==> config.mk <==
export PLATFORM = sky130hd
export DESIGN_NAME = flags_reg_unit
export DESIGN_NICKNAME = d
export VERILOG_FILES = /design/src/rtl/flags_pkg.sv /design/src/rtl/flags_cond_eval.sv /design/src/rtl/flags_reg_unit.sv
export SDC_FILE = /design/constraint.sdc
export NUM_CORES = 1
export LEC_CHECK = 0
export BUFFER_PORTS_ARGS = -buffer_cell sky130_fd_sc_hd__buf_2
export CAP_MARGIN = 15
export CORE_UTILIZATION = 33
export DETAILED_ROUTE_END_ITERATION = 8
export HOLD_SLACK_MARGIN = 0.03
export PLACE_DENSITY_LB_ADDON = 0.12
export SLEW_MARGIN = 20
export SYNTH_ARGS = -nofsm -noshare
export SYNTH_HDL_FRONTEND = slang
export SYNTH_SLANG_ARGS = --single-unit
==> constraint.sdc <==
create_clock -name clk -period 1.3 [get_ports clk]
set_input_delay 0.195 -clock clk [delete_from_list [all_inputs] [get_ports clk]]
set_output_delay 0.195 -clock clk [all_outputs]
set_load 0.02 [all_outputs]
==> src/rtl/flags_pkg.sv <==
// Shared types for the ALU flag register unit: operation and condition-code
// enums, the packed flag bundle and the per-operation flag mask table.
package flags_pkg;

    localparam int NUM_OPS_DEFAULT = 12;

    typedef enum logic [3:0] {
        OP_ADD = 4'd0,
        OP_SUB = 4'd1,
        OP_AND = 4'd2,
        OP_OR  = 4'd3,
        OP_XOR = 4'd4,
        OP_NOT = 4'd5,
        OP_SHL = 4'd6,
        OP_SHR = 4'd7,
        OP_ASR = 4'd8,
        OP_ROL = 4'd9,
        OP_ROR = 4'd10,
        OP_MUL = 4'd11
    } op_e;

    typedef struct packed {
        logic c;
        logic n;
        logic v;
        logic z;
    } flag_t;

    localparam flag_t MASK_CVZ = 4'b1011;
    localparam flag_t MASK_ALL = 4'b1111;
    localparam flag_t MASK_Z   = 4'b0001;

    // Full 16-entry table so any 4-bit op index is defined; slots past OP_MUL only keep Z
    localparam flag_t FLAG_MASK [16] = '{
        MASK_CVZ, MASK_ALL, MASK_Z,   MASK_Z,
        MASK_Z,   MASK_Z,   MASK_Z,   MASK_Z,
        MASK_Z,   MASK_Z,   MASK_Z,   MASK_CVZ,
        MASK_Z,   MASK_Z,   MASK_Z,   MASK_Z
    };

    typedef enum logic [3:0] {
        COND_EQ = 4'd0,
        COND_NE = 4'd1,
        COND_CS = 4'd2,
        COND_CC = 4'd3,
        COND_MI = 4'd4,
        COND_PL = 4'd5,
        COND_VS = 4'd6,
        COND_VC = 4'd7,
        COND_HI = 4'd8,
        COND_LS = 4'd9,
        COND_GE = 4'd10,
        COND_LT = 4'd11,
        COND_GT = 4'd12,
        COND_LE = 4'd13,
        COND_AL = 4'd14,
        COND_NV = 4'd15
    } cond_e;

    function automatic flag_t flag_mask(input logic [3:0] op);
        return FLAG_MASK[op];
    endfunction

endpackage

==> src/rtl/flags_cond_eval.sv <==
// Purely combinational condition-code evaluator over a C/N/V/Z flag bundle,
// shared by the flag register unit and any branch logic.
module flags_cond_eval
    import flags_pkg::*;
(
    input  flag_t      i_flags,
    input  logic [3:0] i_condSel,
    output logic       o_condTrue
);

    always_comb begin
        o_condTrue = 1'b0;
        case (cond_e'(i_condSel))
            COND_EQ: o_condTrue = i_flags.z;
            COND_NE: o_condTrue = !i_flags.z;
            COND_CS: o_condTrue = i_flags.c;
            COND_CC: o_condTrue = !i_flags.c;
            COND_MI: o_condTrue = i_flags.n;
            COND_PL: o_condTrue = !i_flags.n;
            COND_VS: o_condTrue = i_flags.v;
            COND_VC: o_condTrue = !i_flags.v;
            COND_HI: o_condTrue = i_flags.c & !i_flags.z;
            COND_LS: o_condTrue = !i_flags.c | i_flags.z;
            COND_GE: o_condTrue = (i_flags.n == i_flags.v);
            COND_LT: o_condTrue = (i_flags.n != i_flags.v);
            COND_GT: o_condTrue = !i_flags.z & (i_flags.n == i_flags.v);
            COND_LE: o_condTrue = i_flags.z | (i_flags.n != i_flags.v);
            COND_AL: o_condTrue = 1'b1;
            COND_NV: o_condTrue = 1'b0;
            default: o_condTrue = 1'b0;
        endcase
    end

endmodule

==> src/rtl/flags_reg_unit.sv <==
// Registered ALU flag selector with sticky C/V and condition evaluation.
// Define FLAGS_OV_COUNT_EN to build the saturating overflow event counter.
module flags_reg_unit
    import flags_pkg::*;
#(
    parameter int NUM_OPS = NUM_OPS_DEFAULT,
    parameter int OP_W    = 4,
    parameter int CNT_W   = 8
) (
    input  logic               clk,
    input  logic               rst,
    input  logic               in_valid,
    input  logic [OP_W-1:0]    operation,
    input  logic [NUM_OPS-1:0] inFlagC,
    input  logic [NUM_OPS-1:0] inFlagN,
    input  logic [NUM_OPS-1:0] inFlagV,
    input  logic [NUM_OPS-1:0] inFlagZ,
    input  logic               sticky_clr,
    input  logic [3:0]         cond_sel,
    output logic               out_valid,
    output logic               outFlagC,
    output logic               outFlagN,
    output logic               outFlagV,
    output logic               outFlagZ,
    output logic               stickyC,
    output logic               stickyV,
    output logic               illegal_op,
    output logic               cond_true,
    output logic [CNT_W-1:0]   ov_count
);

    logic  w_legal;
    flag_t w_mask;
    flag_t w_cand;
    flag_t w_new;
    flag_t r_flags;
    logic  r_valid;
    logic  r_illegal;
    logic  r_stickyC;
    logic  r_stickyV;

    assign w_legal = (int'(operation) < NUM_OPS);

    always_comb begin
        w_mask = MASK_Z;
        if (int'(operation) < 16) begin
            w_mask = flag_mask(4'(operation));
        end
    end

    always_comb begin
        w_cand = '0;
        if (w_legal) begin
            w_cand.c = inFlagC[operation];
            w_cand.n = inFlagN[operation];
            w_cand.v = inFlagV[operation];
            w_cand.z = inFlagZ[operation];
        end
    end

    // Illegal ops yield all-zero flags, which also leaves the sticky bits alone
    assign w_new = w_legal ? (w_cand & w_mask) : '0;

    always_ff @(posedge clk) begin
        if (rst) begin
            r_flags   <= '0;
            r_valid   <= 1'b0;
            r_illegal <= 1'b0;
            r_stickyC <= 1'b0;
            r_stickyV <= 1'b0;
        end else begin
            r_valid   <= in_valid;
            r_illegal <= in_valid & !w_legal;
            if (in_valid) begin
                r_flags <= w_new;
            end
            r_stickyC <= (r_stickyC & !sticky_clr) | (in_valid & w_new.c);
            r_stickyV <= (r_stickyV & !sticky_clr) | (in_valid & w_new.v);
        end
    end

`ifdef FLAGS_OV_COUNT_EN
    logic [CNT_W-1:0] r_ovCount;
    logic             w_ovInc;

    assign w_ovInc = in_valid & w_new.v;

    // An overflow in the clearing cycle restarts the count at one
    always_ff @(posedge clk) begin
        if (rst) begin
            r_ovCount <= '0;
        end else if (w_ovInc) begin
            if (sticky_clr) begin
                r_ovCount <= CNT_W'(1);
            end else if (!(&r_ovCount)) begin
                r_ovCount <= r_ovCount + CNT_W'(1);
            end
        end else if (sticky_clr) begin
            r_ovCount <= '0;
        end
    end

    assign ov_count = r_ovCount;
`else
    assign ov_count = '0;
`endif

    flags_cond_eval u_condEval (
        .i_flags    (r_flags),
        .i_condSel  (cond_sel),
        .o_condTrue (cond_true)
    );

    assign out_valid  = r_valid;
    assign illegal_op = r_illegal;
    assign outFlagC   = r_flags.c;
    assign outFlagN   = r_flags.n;
    assign outFlagV   = r_flags.v;
    assign outFlagZ   = r_flags.z;
    assign stickyC    = r_stickyC;
    assign stickyV    = r_stickyV;

endmodule

Word level (Yosys, flattened, before mapping)
Memories as Yosys holds them, arrays and structs flattened.
Index checks and enable logic that the tools add are counted.
W data, S select, Z words.
Word-level totals
  register bits: 8
  bits in latches: 0
  RAM bits: 0
  memory bits (read-only): 64
  input bits: 60
  output and inout bits: 17
  word-level logic and storage cells: 62
  memories: 1
Memories
  (no name shown): words 16, width 4, rd ports 1, clocked after memory_dff 0, wr ports 0, line flags_pkg.sv:61  | return FLAG_MASK[op];
Cells by class
  add/subtract/negate cells: 0
  multiply operators: 0
  div/mod/pow operators: 0
  order comparisons: 3
  equal/unequal tests: 17
  shifts and indexed selects: 0
  mux-type cells: 13
  bitwise logic cells: 13
  reduce and logical (&&, ||, !) cells: 7
Operator list (count)
  $eq A4 B4 Y1 const B: 8
  $bmux W1 S4: 4
  $eq A4 B3 Y1 const B: 4
  $mux W4: 4
  $pmux W1 S16: 1
  $eq A4 B2 Y1 const B: 2
  $and A1 B1 Y1: 7
  $logic_not A1 Y1: 6
  $ge A5 B5 Y1 const B: 1
  $lt A4 B5 Y1 const B: 1
  $not A4 Y5: 1
  $and A4 B4 Y4: 1
  $eq A4 B1 Y1 const B: 1
  $logic_not A4 Y1: 1
  $lt A4 B4 Y1 const B: 1
  $mux W1: 4
  $or A1 B1 Y1: 4
  $eq A1 B1 Y1: 1
  $ne A1 B1 Y1: 1

Depth between registers and ports, before layout
  word-level depth: 8
  gate-level depth with buffers: 5

Modules after synthesis
From an unflattened synthesis, not the netlist that was laid out.
Second synthesis, totals
  cells, all modules: 81
  area total of the unflattened synthesis: 678.2 µm²
Modules (own cells, without submodules)
  flags_reg_unit: times used 1, cells each 58, area an instance 523.0 µm², sequential area each 160.2 µm²
  flags_cond_eval: times used 1, cells each 23, area an instance 155.1 µm², sequential area each 0.0 µm²

Least setup slack after synthesis
No wires, ideal clock.
  kind: register to output
  from: reg r_flags, in the netlist outFlagN
  to: out cond_true
  data arrival time: 1.243 ns
  data required time: 1.105 ns
  path slack: -0.138 ns
  stages on the path, launching flop included: 5
  buffers on the path: 0
  cells stage by stage: dfxtp_1 xor2_1 o2bb2ai_1 mux2i_1 a32o_1
On the way
  cells in the longest elaborated chain, start to end: 3
  elaborated cells on any way between the ends: 6
  classes of those cells: eq/ne: 2; mux: 1; bitwise: 2; reduce/logical: 1
RTL lines
  start: declaration: line flags_reg_unit.sv:36  | flag_t r_flags;
  start signal: assignment: line flags_reg_unit.sv:75  | r_flags <= w_new;
  $ne A1 B1 Y1 or $eq A1 B1 Y1 (tied branches)
  $or A1 B1 Y1 or $and A1 B1 Y1 (tied branches): line flags_cond_eval.sv:27, flags_cond_eval.sv:26
  $pmux W1 S16 *: line flags_cond_eval.sv:13  | case (cond_e'(i_condSel))
  end: declaration: line flags_reg_unit.sv:28  | output logic cond_true,
Mark *: on every way between the ends. The rest lies on a longest branch, timed or not.

Worst setup path after layout
  from: reg r_flags, in the netlist outFlagV
  to: out cond_true
The elaborated chain is that of the path after synthesis.

==> impl_metrics.toml <==
[placement]
place.gp.congestion = 0.702
dp_hpwl_um = 1300
placed_area_um2 = 902
dp_slack_ps = -123
port_buffers = 39

[logic_synthesis]
synth.yosys.warnings = 0
synthSimpleGateAreaFrac = 0.193
synth_largest_area_cell = "dfxtp_1"
ys_types = 31
syn_area_um2 = 669
synth_top_family_by_area = "multiplexers"
synth_adder_area_share = 0
synth-compound-area-share = 0.163
syn_avg_cell_area_um2 = 8.58
synth_xor_area_frac = 0.0523
synth_top_area_share = 0.239
ys_seq_area_frac = 0.239
synth_cells = 78
synth_seq_cells = 8
muxShareOfSynthArea = 0.202
synth.area.top_cells = "dfxtp_1, mux2i_1, buf_4"

[layout]
diodes = 0
final_common_cell = "buf_2"
multi_input_area_um2 = 468
final_nets = 184
stdcell_area_um2 = 965
drive_gt1_frac = 0.492
layout.area.seq_um2 = 170
area_growth_pct = 44.1
most-common-layout-cells = "buf_2, buf_4, conb_1"
nFillCells = 191

[clock_tree]
worstSkewPairLatency_ps = 250
hold_buffers = 0
clockBufferDepth = 2
clk_pin_slew_ps = 50
cts_tree = "built"
htree_levels = 1
cts_sinks = 8
cts_root_buf = "clkbuf_4"
numCtsBuffers = 3

[die]
die_area_um2 = 2210
fp.dieW_um = 47.0
coreArea_um2 = 1820
row_count = 15
dieHeight_um = 47.0
start_util = 0.368
io_pins = 77

[routing]
drtIter0Drc = 9
wirelength_um = 1570
drc = 0
post_drt_wl_per_cell_um = 10.7
drtAntennaViolNets = 0
vias = 705
drt-pass1-iter-count = 4
avgViaCountPerCell = 4.80

[critical_path]
reg2reg_from = "outFlagZ"
cp_data_arrival_time_ps = 1450
reg2regPathDepth = 3
max_stage_delay_ps = 360
critPathMaxFanout = 3
worstPathRequired_ps = 1110
rrSetupSlack_ps = 460
endpoint_kind = "primary output"
critPathSlowestCell = "dfxtp_4"
critPathKind = "register to primary output"
crit_chain = "xor2_4, o2bb2ai_2, mux2i_1, a32o_2, buf_6"
path_delay_family = "flip-flops"
crit_buf_inv = 1
reg2reg_to = "outFlagZ"
start_kind = "register"

[timing]
fin_worst_skew_ps = 0
fin_setup_tns_ps = -344
fmax_mhz = 608
rsz0062_at_grt = "yes"
drv_slew = 0
setup_viol = 1
worst_slack_ps = -344
fin_crit_ps = 1640
hold_viol = 0
fin_crit_sh = 1.26

[status]
status = "finished, violations left"
violations = "negative setup slack"

[worst_hold_path]
worstHoldPathType = "primary input to register"
holdPathEnd = "outFlagV"
whs_path_depth = 2
hp-start = "rst"

[global_route]
antenna_found_initial = 0
grt_remaining_overflow = 0
first_global_vias = 604
grt_pass1_wl_um = 2500
grt_max_degree = 9
grt_usage = 0.167

[power]
leakagePower_nw = 0.476
pwr_density_cell_nw_per_um2 = 692
ir_drop_v = 0.000417

[run]
max-cap-violations = 0
## report_power, final
group          switching, W  total (W)  leakage, nW  internal (W)
logic              0.000114   0.000224        0.395      0.000111
registers        0.00000720   0.000258       0.0676      0.000251
clock network     0.0000801   0.000185       0.0138      0.000105
## kinds of logic after synthesis
logic type,after synthesis
other,1
AO/OA/AOI/OAI,17
flip-flops,8
buffers and inverters,15
multiplexers,9
AND/OR/NAND/NOR,24
XOR/XNOR,4
## state kept, by name, summed over array words and instances, names as in the netlist
name        cells
illegal_op      1
outFlagZ        1
out_valid       1
stickyC         1
outFlagC        1
outFlagV        1
stickyV         1
outFlagN        1
## cell usage after synthesis
cell type and count:
or3_1 1, nand4_1 3, xor2_1 4, a21oi_1 6
o211ai_1 1, nor2b_1 3, a32oi_1 1, nand2_1 6
a32o_1 1, dfxtp_1 8, buf_4 8, nand3b_1 1
o31ai_1 2, buf_2 2, o2bb2ai_1 1, and3_1 1
mux2i_1 6, o22ai_1 1, nand2b_1 2, o21bai_1 1
o21ai_0 3, nor2_1 5, and3b_1 1, clkbuf_2 1
nor4b_1 1, mux4_2 1, mux4_1 2, conb_1 1
clkbuf_1 2, buf_6 1, inv_1 1
## how the worst max path moves through the flow
stage / end / from / slack [ps] / cells past startpoint
4_1_cts: cond_true / outFlagN / -360 / 5
5_1_grt: cond_true / outFlagZ / -420 / 5
6_report: cond_true / outFlagV / -340 / 5
2_1_floorplan: cond_true / outFlagV / -20 / 4
3_3_place_gp: cond_true / cond_sel[1] / -130 / 6
3_5_place_dp: cond_true / outFlagV / -120 / 5
## repair_timing
action	in CTS	in global routing
setup endpoints to repair	1	1
resized for setup	6	2
pin swaps	2	2
endpoints found under the hold margin	0	0
buffers inserted	0	1
## per-layer routing
| layer | GRT usage | vias up | wire length, um |
|---|---|---|---|
| met1 | 0.185 | 313 | 633 |
| met5 | 0 | - | 0 |
| met3 | 0.0462 | 2 | 110 |
| met2 | 0.289 | 35 | 808 |
| met4 | 0.0857 | 0 | 14 |
| li1 | - | 355 | - |
## metrics by stage
| step | power (W) | util | hold WS [ps] | std cells |
|---|---|---|---|---|
| 3_5_place_dp | 0.000479 | 0.496 | 456 | 143 |
| 6_report | 0.000668 | 0.530 | 191 | 147 |
| 3_3_place_gp | 0.000474 | 0.496 | 453 | 143 |
| 2_1_floorplan | 0.000414 | - | 341 | 85 |
| 4_1_cts | 0.000671 | 0.524 | 182 | 146 |
| 5_1_grt | 0.000710 | 0.530 | 194 | 147 |
## area by class of cell
type,instances,share of cell area
repair buffers,48,0.279
clock buffers,3,0.0233
flip-flops and latches,8,0.176
inverters,1,0.00389
multi-input cells,62,0.485
well taps,25,0.0324
Note: power is estimated with default switching activity, not from simulation.
